`config.mk`:
```
export PLATFORM = sky130hd
export DESIGN_NAME = int_collector
export DESIGN_NICKNAME = d
export VERILOG_FILES = /design/src/rtl/int_collector_pkg.sv /design/src/rtl/int_collector_arb.sv /design/src/rtl/int_collector.sv
export SDC_FILE = /design/constraint.sdc
export NUM_CORES = 1
export LEC_CHECK = 0
export BUFFER_PORTS_ARGS = -buffer_cell sky130_fd_sc_hd__buf_4
export CORE_ASPECT_RATIO = 0.5
export CORE_MARGIN = 2
export CORE_UTILIZATION = 43
export DETAILED_ROUTE_END_ITERATION = 16
export GPL_TIMING_DRIVEN = 0
export PLACE_DENSITY = 0.73
export SLEW_MARGIN = 5
export SYNTH_ARGS = -nofsm -noshare
export SYNTH_HDL_FRONTEND = slang
export SYNTH_SLANG_ARGS = --single-unit
```
`constraint.sdc`:
```
create_clock -name clk -period 1.16 [get_ports clk]
set_input_delay 0.232 -clock clk [delete_from_list [all_inputs] [get_ports clk]]
set_output_delay 0.232 -clock clk [all_outputs]
set_load 0.01 [all_outputs]
```
`src/rtl/int_collector_pkg.sv`:
```
`default_nettype none
// ============================================================================
// Module      : int_collector_pkg
// Description : Shared types and helpers for the interrupt collector.
//               - state_t       : collector FSM state encoding
//               - c_MAX_NUM_SRC : largest supported source count
//               - id_width()    : ID width for a given source count
// Revision    : 1.0 - initial release
// ============================================================================
package int_collector_pkg;

    localparam int c_MAX_NUM_SRC = 32;

    typedef enum logic [1:0] {
        ST_IDLE = 2'd0,
        ST_REQ  = 2'd1,
        ST_SERV = 2'd2
    } state_t;

    // Never narrower than one bit, so a two-source build still has an ID.
    function automatic int id_width(input int num_src);
        return (num_src > 2) ? $clog2(num_src) : 1;
    endfunction

endpackage : int_collector_pkg
`default_nettype wire

```
`src/rtl/int_collector_arb.sv`:
```
`default_nettype none
// ============================================================================
// Module      : int_collector_arb
// Description : Combinational winner selection among eligible sources.
//               INT_COLLECTOR_RR_EN defined   : round-robin, search starts at
//                                               i_ptr and wraps around.
//               INT_COLLECTOR_RR_EN undefined : fixed priority, lowest index
//                                               wins; i_ptr is ignored.
// Ports       : i_eligible  eligible (pending and unmasked) vector
//               i_ptr       round-robin start index
//               o_winner    selected source ID
//               o_valid     1 when any source is eligible
// Revision    : 1.0 - initial release
// ============================================================================
module int_collector_arb
    import int_collector_pkg::*;
#(
    parameter int NUM_SRC = 8,
    parameter int ID_W    = 3
) (
    input  logic [NUM_SRC-1:0] i_eligible,
    input  logic [ID_W-1:0]    i_ptr,
    output logic [ID_W-1:0]    o_winner,
    output logic               o_valid
);

`ifdef INT_COLLECTOR_RR_EN
    int              w_sum;
    logic [ID_W-1:0] w_idx;

    always_comb begin
        o_winner = '0;
        o_valid  = 1'b0;
        w_sum    = 0;
        w_idx    = '0;
        for (int k = 0; k < NUM_SRC; k++) begin
            // Wrap explicitly so non-power-of-two source counts work.
            w_sum = int'(i_ptr) + k;
            if (w_sum >= NUM_SRC) begin
                w_sum = w_sum - NUM_SRC;
            end
            w_idx = ID_W'(w_sum);
            if (!o_valid && i_eligible[w_idx]) begin
                o_winner = w_idx;
                o_valid  = 1'b1;
            end
        end
    end
`else
    logic w_unused_ptr;
    assign w_unused_ptr = ^i_ptr;

    always_comb begin
        o_winner = '0;
        o_valid  = 1'b0;
        // Descending scan: the last hit, which is the lowest index, wins.
        for (int k = NUM_SRC - 1; k >= 0; k--) begin
            if (i_eligible[k]) begin
                o_winner = ID_W'(k);
                o_valid  = 1'b1;
            end
        end
    end
`endif

endmodule : int_collector_arb
`default_nettype wire

```
`src/rtl/int_collector.sv`:
```
`default_nettype none
// ============================================================================
// Module      : int_collector
// Description : Captures rising edges of up to NUM_SRC interrupt lines into a
//               pending register, arbitrates among unmasked pending sources
//               and presents one ID at a time to the host (req/ack/done).
//               A one-cycle one-hot int_clr pulse is returned to the source
//               whose request was acknowledged.
//               Build option INT_COLLECTOR_RR_EN selects round-robin
//               arbitration; default is fixed lowest-index priority.
// Ports       : clk, rst       clock, synchronous active-high reset
//               int_in         interrupt lines (rising edge = event)
//               src_mask       1 = excluded from arbitration, still latched
//               irq_req/irq_id request and ID to host
//               irq_ack        host accepts current ID
//               irq_done       host finished servicing
//               int_clr        one-hot clear pulse to serviced source
//               pending        pending register
//               busy           1 while in REQ or SERV
// Revision    : 1.0 - initial release
// ============================================================================
module int_collector
    import int_collector_pkg::*;
#(
    parameter  int NUM_SRC = 8,
    localparam int ID_W    = id_width(NUM_SRC)
) (
    input  logic               clk,
    input  logic               rst,
    input  logic [NUM_SRC-1:0] int_in,
    input  logic [NUM_SRC-1:0] src_mask,
    output logic               irq_req,
    output logic [ID_W-1:0]    irq_id,
    input  logic               irq_ack,
    input  logic               irq_done,
    output logic [NUM_SRC-1:0] int_clr,
    output logic [NUM_SRC-1:0] pending,
    output logic               busy
);

    state_t             r_state_q,    w_state_d;
    logic [NUM_SRC-1:0] r_int_in_d_q;
    logic [NUM_SRC-1:0] r_pending_q,  w_pending_d;
    logic [NUM_SRC-1:0] r_int_clr_q,  w_int_clr_d;
    logic [ID_W-1:0]    r_irq_id_q,   w_irq_id_d;
    logic               r_irq_req_q,  w_irq_req_d;
    logic               r_busy_q,     w_busy_d;

    logic [NUM_SRC-1:0] w_rise;
    logic [NUM_SRC-1:0] w_eligible;
    logic [NUM_SRC-1:0] w_id_onehot;
    logic [NUM_SRC-1:0] w_clear;
    logic [ID_W-1:0]    w_ptr;
    logic [ID_W-1:0]    w_winner;
    logic               w_valid;

    assign w_rise      = int_in & ~r_int_in_d_q;
    assign w_eligible  = r_pending_q & ~src_mask;
    assign w_id_onehot = NUM_SRC'(1) << r_irq_id_q;

`ifdef INT_COLLECTOR_RR_EN
    logic [ID_W-1:0] r_ptr_q, w_ptr_d;
    assign w_ptr = r_ptr_q;

    // Pointer advances when a winner is latched into irq_id.
    always_comb begin
        w_ptr_d = r_ptr_q;
        if (r_state_q == ST_IDLE && w_valid) begin
            w_ptr_d = (w_winner == ID_W'(NUM_SRC - 1)) ? '0 : w_winner + ID_W'(1);
        end
    end
`else
    assign w_ptr = '0;
`endif

    int_collector_arb #(
        .NUM_SRC (NUM_SRC),
        .ID_W    (ID_W)
    ) u_arb (
        .i_eligible (w_eligible),
        .i_ptr      (w_ptr),
        .o_winner   (w_winner),
        .o_valid    (w_valid)
    );

    always_comb begin
        w_state_d   = r_state_q;
        w_irq_id_d  = r_irq_id_q;
        w_irq_req_d = r_irq_req_q;
        w_int_clr_d = '0;
        w_clear     = '0;
        unique case (r_state_q)
            ST_IDLE: begin
                if (w_valid) begin
                    w_irq_id_d  = w_winner;
                    w_irq_req_d = 1'b1;
                    w_state_d   = ST_REQ;
                end
            end
            ST_REQ: begin
                // irq_done in the same cycle is ignored: ack takes priority.
                if (irq_ack) begin
                    w_clear     = w_id_onehot;
                    w_int_clr_d = w_id_onehot;
                    w_irq_req_d = 1'b0;
                    w_state_d   = ST_SERV;
                end
            end
            ST_SERV: begin
                if (irq_done) begin
                    w_state_d = ST_IDLE;
                end
            end
            default: begin
                w_state_d   = ST_IDLE;
                w_irq_req_d = 1'b0;
            end
        endcase
        // Set is applied after clear so a coincident new edge survives.
        w_pending_d = (r_pending_q & ~w_clear) | w_rise;
        w_busy_d    = (w_state_d != ST_IDLE);
    end

    always_ff @(posedge clk) begin
        if (rst) begin
            r_state_q    <= ST_IDLE;
            r_int_in_d_q <= '0;
            r_pending_q  <= '0;
            r_int_clr_q  <= '0;
            r_irq_id_q   <= '0;
            r_irq_req_q  <= 1'b0;
            r_busy_q     <= 1'b0;
`ifdef INT_COLLECTOR_RR_EN
            r_ptr_q      <= '0;
`endif
        end else begin
            r_state_q    <= w_state_d;
            r_int_in_d_q <= int_in;
            r_pending_q  <= w_pending_d;
            r_int_clr_q  <= w_int_clr_d;
            r_irq_id_q   <= w_irq_id_d;
            r_irq_req_q  <= w_irq_req_d;
            r_busy_q     <= w_busy_d;
`ifdef INT_COLLECTOR_RR_EN
            r_ptr_q      <= w_ptr_d;
`endif
        end
    end

    assign irq_req = r_irq_req_q;
    assign irq_id  = r_irq_id_q;
    assign int_clr = r_int_clr_q;
    assign pending = r_pending_q;
    assign busy    = r_busy_q;

endmodule : int_collector
`default_nettype wire

```
==> results.sh, run 1 <==
export IMPL_outcome="finished with violations"
export IMPL_failing_checks="setup timing"
export IMPL_place_detailed_hpwl_um=1818
export IMPL_final_net_count=193
export IMPL_hold_depth=2
export IMPL_switching_share=0.2672
export IMPL_drc=0
export IMPL_gr_total_overflow=0
export IMPL_yosysMostFrequentCell="dfxtp_1"
export IMPL_critPathArrivalTime_ns=1.36
export IMPL_syn_instance_count=124
export IMPL_diodes=0
export IMPL_p_comb_frac=0.182
export IMPL_clock_path_buffers=2
export IMPL_dr_pass1_iters=4
export IMPL_wl_met2_um=1107
export IMPL_period_share=1.041
export IMPL_synth_area_leaders="dfxtp_1, nand2b_1, nor2b_1"
export IMPL_antenna_violating_nets_post_route=0
export IMPL_hold_crit_path_type="in2reg"
export IMPL_synth_commonest_cells="dfxtp_1, nand2b_1, a21oi_1"
export IMPL_multi_input_gate_area_in_the_final_layout_um2=579.3
export IMPL_synth_seq_cells=31
export IMPL_die_width_um=77.96
export IMPL_power_density_cell_area_nw_per_um2=1451
export IMPL_sequential_share_of_power=0.492
export IMPL_max_cap_viol_count=0
export IMPL_reg2reg_setup_slack_ns=-0.05
export IMPL_length_in_cells_of_the_worst_reg_to_reg_path=4
export IMPL_instances_no_fill=211
export IMPL_synth_sequential_area_ratio=0.5277
export IMPL_setup_worst_path_end_class="flip-flop"
export IMPL_final_setup_viol_count=7
export IMPL_number_of_enable_type_register_cells_in_the_synthesized_netlist=0
export IMPL_post_synth_top_area_fraction=0.5277
export IMPL_drt_iter0_markers=36
export IMPL_clock_latency_ns=0.28
export IMPL_path_max_fanout=5
export IMPL_regToRegEndpoint="busy"
export IMPL_detail_route_wirelength_um=2584
export IMPL_internal_power_uw=1798
export IMPL_root_buffer="clkbuf_8"
export IMPL_rr_startpoint="pending[5]"
export IMPL_first_global_vias=855
export IMPL_grt_antenna_before_repair=0
export IMPL_yosys_warnings=0
export IMPL_wl_met3_um=127
export IMPL_nets_in_the_synthesized_netlist=144
export IMPL_netlist_area_um2=1176
export IMPL_clock_skew_final_ns=0.003202
export IMPL_overall_die_area_um2=3195
export IMPL_floorplan_initialDensity=0.4519
export IMPL_max_frequency_mhz=828.2
export IMPL_slew_viol_final=0
export IMPL_rows=13
export IMPL_postSynthAreaPerCell_um2=9.485
export IMPL_placed_cells_incl_taps=200
export IMPL_finalWeightedCongestion=0.8088
export IMPL_power_net_switching_uw=655.5
export IMPL_met1_length_um=1300
export IMPL_ir_worst_vdd_uv=693.4
export IMPL_final_layout_worst_hold_slack_ns=0.1397
export IMPL_setup_ws_ns=-0.04740
export IMPL_path_class="reg2reg"
export IMPL_power_total_uw=2453
export IMPL_final_cell_area_um2=1690
export IMPL_hold_viol_final=0
export IMPL_viasPerCell=4.858
export IMPL_layout_filler_cells=231
export IMPL_detailed_place_area_um2=1516
export IMPL_post_route_cells_drive_above_1_share=0.4253
export IMPL_boundaryPins=41
export IMPL_whs_endpoint="r_state_q[0]"
export IMPL_min_from="irq_ack"
export IMPL_clkSinkCount=31
export IMPL_grt_setup_unrepaired="yes"
export IMPL_clock_edge_transition_at_the_registers_on_the_reported_setup_and_hold_paths_ns=0.06
export IMPL_power_leakage_uw=0.0007274
export IMPL_tightestPinTransition_ns=0.5302
export IMPL_postSynth_topFlopCell="dfxtp_1"
export IMPL_yosysUniqueCellTypes=30
export IMPL_register_area_um2=633.1
export IMPL_detail_route_wl_per_cell_um=12.25
export IMPL_syn2layout_area_growth_pct=43.72
export IMPL_global_route_usage_total=0.1787
export IMPL_wire_length_of_the_first_global_routing_pass_um=3953
export IMPL_startpoint_type="flip-flop"
export IMPL_ctsHtreeMaxLevel=2
export IMPL_final_period_minus_worst_setup_slack_ns=1.207
export IMPL_fp_dieH_um=40.98
export IMPL_overall_via_count_from_detail_route=1025
export IMPL_design_core_area_um2=2603
export IMPL_tritoncts="built"
export IMPL_max_slew_margin_rel=0.6465
export IMPL_async_set_or_reset_register_ratio_after_synthesis=0
export IMPL_place_port_buffers=39
export IMPL_routed_top_layer="met4"
export IMPL_synth_top_cell_by_area="dfxtp_1"
export IMPL_pwr_share_clk=0.326
export IMPL_cts_buffers=5
export IMPL_maximum_number_of_pins_on_one_net_before_global_route_repair=11
export IMPL_required_ns=1.31
## flip-flops by register name (all words and copies together), names as in the netlist
name	cells
int_clr	8
r_int_in_d_q	8
pending	8
irq_id	3
irq_req	1
r_state_q	2
busy	1
## logic make-up (layout without fill, tap and decap cells)
group | count (synthesis) | after routing | share of synthesized area
simple gates | 54 | 54 | 0.2776
flops | 31 | 31 | 0.5277
compound gates | 31 | 31 | 0.1670
buf+inv | 8 | 58 | 0.02766
## cell type report
cell class	count	share of cell area
Buffer	4	0.01184
Multi-Input combinational cell	85	0.3427
Sequential cell	31	0.3745
Tap cell	37	0.02739
Clock buffer	7	0.04515
Inverter	4	0.008882
Timing Repair Buffer	42	0.1865
Clock inverter	1	0.002961
## power by group through the flow
stage / combinational, uW / clock (uW) / sequential [uW]
final: 446 / 800 / 1210
after global routing: 492 / 873 / 1220
after CTS: 436 / 817 / 1200
after detailed placement: 400 / 0 / 1220
after global placement: 395 / 0 / 1220
after floorplan: 205 / 0 / 1230
## through the flow
step / TNS, ns / setup slack, ns / util
after floorplan: 0 / 0.009359 / -
after global placement: -0.6775 / -0.1233 / 0.5827
after detailed placement: -0.7894 / -0.1305 / 0.5827
after CTS: -0.3713 / -0.05817 / 0.6380
after global routing: -1.104 / -0.1035 / 0.6495
final: -0.2326 / -0.04740 / 0.6495
## routing by layer
metal  global-route usage  vias to the layer above
li1                     -                      523
met1               0.2383                      470
met2               0.2457                       26
met3              0.06608                        6
met4               0.1184                        0
met5                    0                        -
## cells in the final DEF, fill, tap and decap left out, types with 2 or more instances in the layout
master and n:
dfxtp_1 23, nor3_1 3, dfxtp_2 7, clkbuf_8 5, o21ai_0 3, nand4_1 2
buf_1 2, a211oi_1 3, nand2b_4 2, nor2b_1 10, buf_4 43, nand2_1 4
a21oi_1 11, clkbuf_1 2, o21ai_1 4, o21ai_2 3, nand3b_1 3, nor2_1 7
nand2b_1 12, o2bb2ai_1 2, inv_1 4
## worst max-delay path, stage by stage (launching register included)
cell	delay (ns)
dfxtp_2	0.33
or2b_4	0.23
nand4_4	0.15
o31ai_4	0.28
a21oi_1	0.09
## how the worst max path moves through the flow
stage | start | end | slack [ns]
2_1_floorplan | pending[4] | irq_id[0] | 0.009
3_5_place_dp | src_mask[3] | busy | -0.13
6_report | pending[5] | busy | -0.05
4_1_cts | pending[1] | busy | -0.06
3_3_place_gp | src_mask[3] | busy | -0.12
5_1_grt | pending[5] | busy | -0.10
## what timing repair did
action	CTS	global route
pin swaps	5	7
endpoints found under the setup margin	10	19
gates resized for setup	12	12
hold buffers	0	0
setup buffers	3	0
Note: power is estimated with default switching activity, not from simulation.
==> run 2: changes to the inputs <==
--- a/config.mk
+++ b/config.mk
@@ -6,12 +6,11 @@
 export NUM_CORES = 1
 export LEC_CHECK = 0
 export BUFFER_PORTS_ARGS = -buffer_cell sky130_fd_sc_hd__buf_4
-export CORE_ASPECT_RATIO = 0.5
 export CORE_MARGIN = 2
-export CORE_UTILIZATION = 43
+export CORE_UTILIZATION = 48
 export DETAILED_ROUTE_END_ITERATION = 16
 export GPL_TIMING_DRIVEN = 0
-export PLACE_DENSITY = 0.73
+export PLACE_DENSITY = 0.88
 export SLEW_MARGIN = 5
 export SYNTH_ARGS = -nofsm -noshare
 export SYNTH_HDL_FRONTEND = slang
==> constraint.sdc (replaced) <==
create_clock -name clk -period 1.2 [get_ports clk]
set_input_delay 0.24 -clock clk [delete_from_list [all_inputs] [get_ports clk]]
set_output_delay 0.24 -clock clk [all_outputs]
set_load 0.01 [all_outputs]
==> results.sh, run 2 (synthesized netlist as in run 1, its figures left out) <==
export IMPL_setup_worst_path_end_class="flip-flop"
export IMPL_outcome="finished with violations"
export IMPL_length_in_cells_of_the_worst_reg_to_reg_path=4
export IMPL_syn2layout_area_growth_pct=38.30
export IMPL_detail_route_wl_per_cell_um=12.75
export IMPL_max_cap_viol_count=0
export IMPL_design_core_area_um2=2255
export IMPL_gr_total_overflow=0
export IMPL_p_comb_frac=0.196
export IMPL_clock_skew_final_ns=0.007770
export IMPL_post_route_cells_drive_above_1_share=0.4080
export IMPL_boundaryPins=41
export IMPL_drt_iter0_markers=11
export IMPL_setup_ws_ns=-0.02757
export IMPL_max_slew_margin_rel=0.6834
export IMPL_final_cell_area_um2=1627
export IMPL_overall_via_count_from_detail_route=1039
export IMPL_clock_edge_transition_at_the_registers_on_the_reported_setup_and_hold_paths_ns=0.09
export IMPL_layout_cells_most_common_list="buf_4, dfxtp_1, nand2b_1, a21oi_1, nor2b_1"
export IMPL_dr_pass1_iters=4
export IMPL_power_density_cell_area_nw_per_um2=1318
export IMPL_place_detailed_hpwl_um=1887
export IMPL_detailed_place_area_um2=1504
export IMPL_fp_dieH_um=53.50
export IMPL_power_net_switching_uw=591.8
export IMPL_die_width_um=53.50
export IMPL_rows=17
export IMPL_min_from="irq_ack"
export IMPL_detail_route_wirelength_um=2575
export IMPL_pwr_share_clk=0.261
export IMPL_maximum_number_of_pins_on_one_net_before_global_route_repair=11
export IMPL_clock_path_buffers=2
export IMPL_first_global_vias=992
export IMPL_hold_depth=2
export IMPL_ir_worst_vdd_uv=1344
export IMPL_startpoint_type="flip-flop"
export IMPL_period_share=1.023
export IMPL_placed_cells_incl_taps=191
export IMPL_antenna_violating_nets_post_route=0
export IMPL_regToRegEndpoint="pending[1]"
export IMPL_internal_power_uw=1551
export IMPL_ctsHtreeMaxLevel=2
export IMPL_path_max_fanout=5
export IMPL_global_route_usage_total=0.2105
export IMPL_drc=0
export IMPL_hold_crit_path_type="in2reg"
export IMPL_path_class="reg2reg"
export IMPL_failing_checks="setup timing"
export IMPL_overall_die_area_um2=2862
export IMPL_viasPerCell=5.144
export IMPL_cp_slowest_cell="or3_4"
export IMPL_reg2reg_setup_slack_ns=-0.03
export IMPL_total_neg_setup_slack_ns=-0.06038
export IMPL_rr_startpoint="r_state_q[1]"
export IMPL_cts_buffers=5
export IMPL_place_port_buffers=39
export IMPL_finalWeightedCongestion=0.8836
export IMPL_floorplan_initialDensity=0.5216
export IMPL_cell_breakdown_of_the_critical_path="nand3b_1 > or3_4 > o21ai_2 > a21oi_1"
export IMPL_diodes=0
export IMPL_tightestPinTransition_ns=0.4749
export IMPL_clock_latency_ns=0.34
export IMPL_root_buffer="clkbuf_4"
export IMPL_max_frequency_mhz=814.6
export IMPL_tritoncts="built"
export IMPL_grt_antenna_before_repair=0
export IMPL_clkSinkCount=31
export IMPL_switching_share=0.2761
export IMPL_critPathArrivalTime_ns=1.43
export IMPL_final_period_minus_worst_setup_slack_ns=1.228
export IMPL_whs_endpoint="r_state_q[0]"
export IMPL_layout_cells_most_common="buf_4"
export IMPL_final_setup_viol_count=5
export IMPL_grt_setup_unrepaired="yes"
export IMPL_final_net_count=193
export IMPL_slew_viol_final=0
export IMPL_required_ns=1.41
export IMPL_slowest_delay_ns=0.38
export IMPL_wire_length_of_the_first_global_routing_pass_um=4133
export IMPL_power_leakage_uw=0.0007053
export IMPL_instances_no_fill=202
export IMPL_ctsHoldBuffers=0
export IMPL_hold_viol_final=0
export IMPL_sequential_share_of_power=0.543
==> run 2: metal layers <==
layer / routed length [um] / track usage / up-vias
met1: 1064 / 0.2320 / 474
met3: 185 / 0.1045 / 4
met2: 1298 / 0.3539 / 35
met5: 0 / 0 / -
li1: - / - / 526
met4: 27 / 0.06410 / 0
==> run 2: layout make-up <==
class | count | area, um^2
plain buffers | 4 | 20.02
clock buffers | 7 | 45.04
clock inverters | 1 | 5.005
fillers | 184 | 628.1
inverters | 4 | 15.01
multi-input cells | 85 | 559.3
flip-flops and latches | 31 | 631.9
well taps | 28 | 35.03
repair buffers | 42 | 315.3
==> run 2: how the worst max path moves through the flow <==
stage	from	endpoint	slack (ns)
CTS	r_state_q[1]	pending[1]	-0.01
finish	r_state_q[1]	pending[1]	-0.03
global placement	src_mask[3]	busy	-0.05
detailed placement	src_mask[3]	busy	-0.07
global route	pending[1]	busy	-0.10
floorplan	pending[5]	irq_id[0]	0.03
==> run 2: worst max-delay path: cells and delay by family, from the launching register on <==
family           cells  cell delay (ns)
AND/OR/NAND/NOR      2             0.56
flip-flops           1             0.35
AO/OA/AOI/OAI        2             0.20
==> run 2: power by group through the flow <==
stage / registers [uW] / logic [uW] / clock network, uW
final: 1160 / 420 / 560
after CTS: 1160 / 407 / 577
after global routing: 1170 / 464 / 625
after floorplan: 1190 / 198 / 0
after detailed placement: 1180 / 387 / 0
after global placement: 1170 / 377 / 0
==> run 2: what timing repair did <==
| item | CTS | global route |
|---|---|---|
| resized for setup | 12 | 8 |
| pin swaps | 3 | 2 |
| setup buffers | 0 | 3 |
| endpoints found under the setup margin | 9 | 11 |
==> run 2: stage by stage <==
stage	hold slack, ns	setup slack [ns]	util	total power, uW
finish	0.09406	-0.02757	0.7214	2143
CTS	0.09078	-0.01420	0.7053	2142
global placement	0.4410	-0.04878	0.6670	1550
floorplan	0.3393	0.03064	-	1389
detailed placement	0.4514	-0.06623	0.6670	1564
global route	0.08105	-0.1019	0.7214	2263
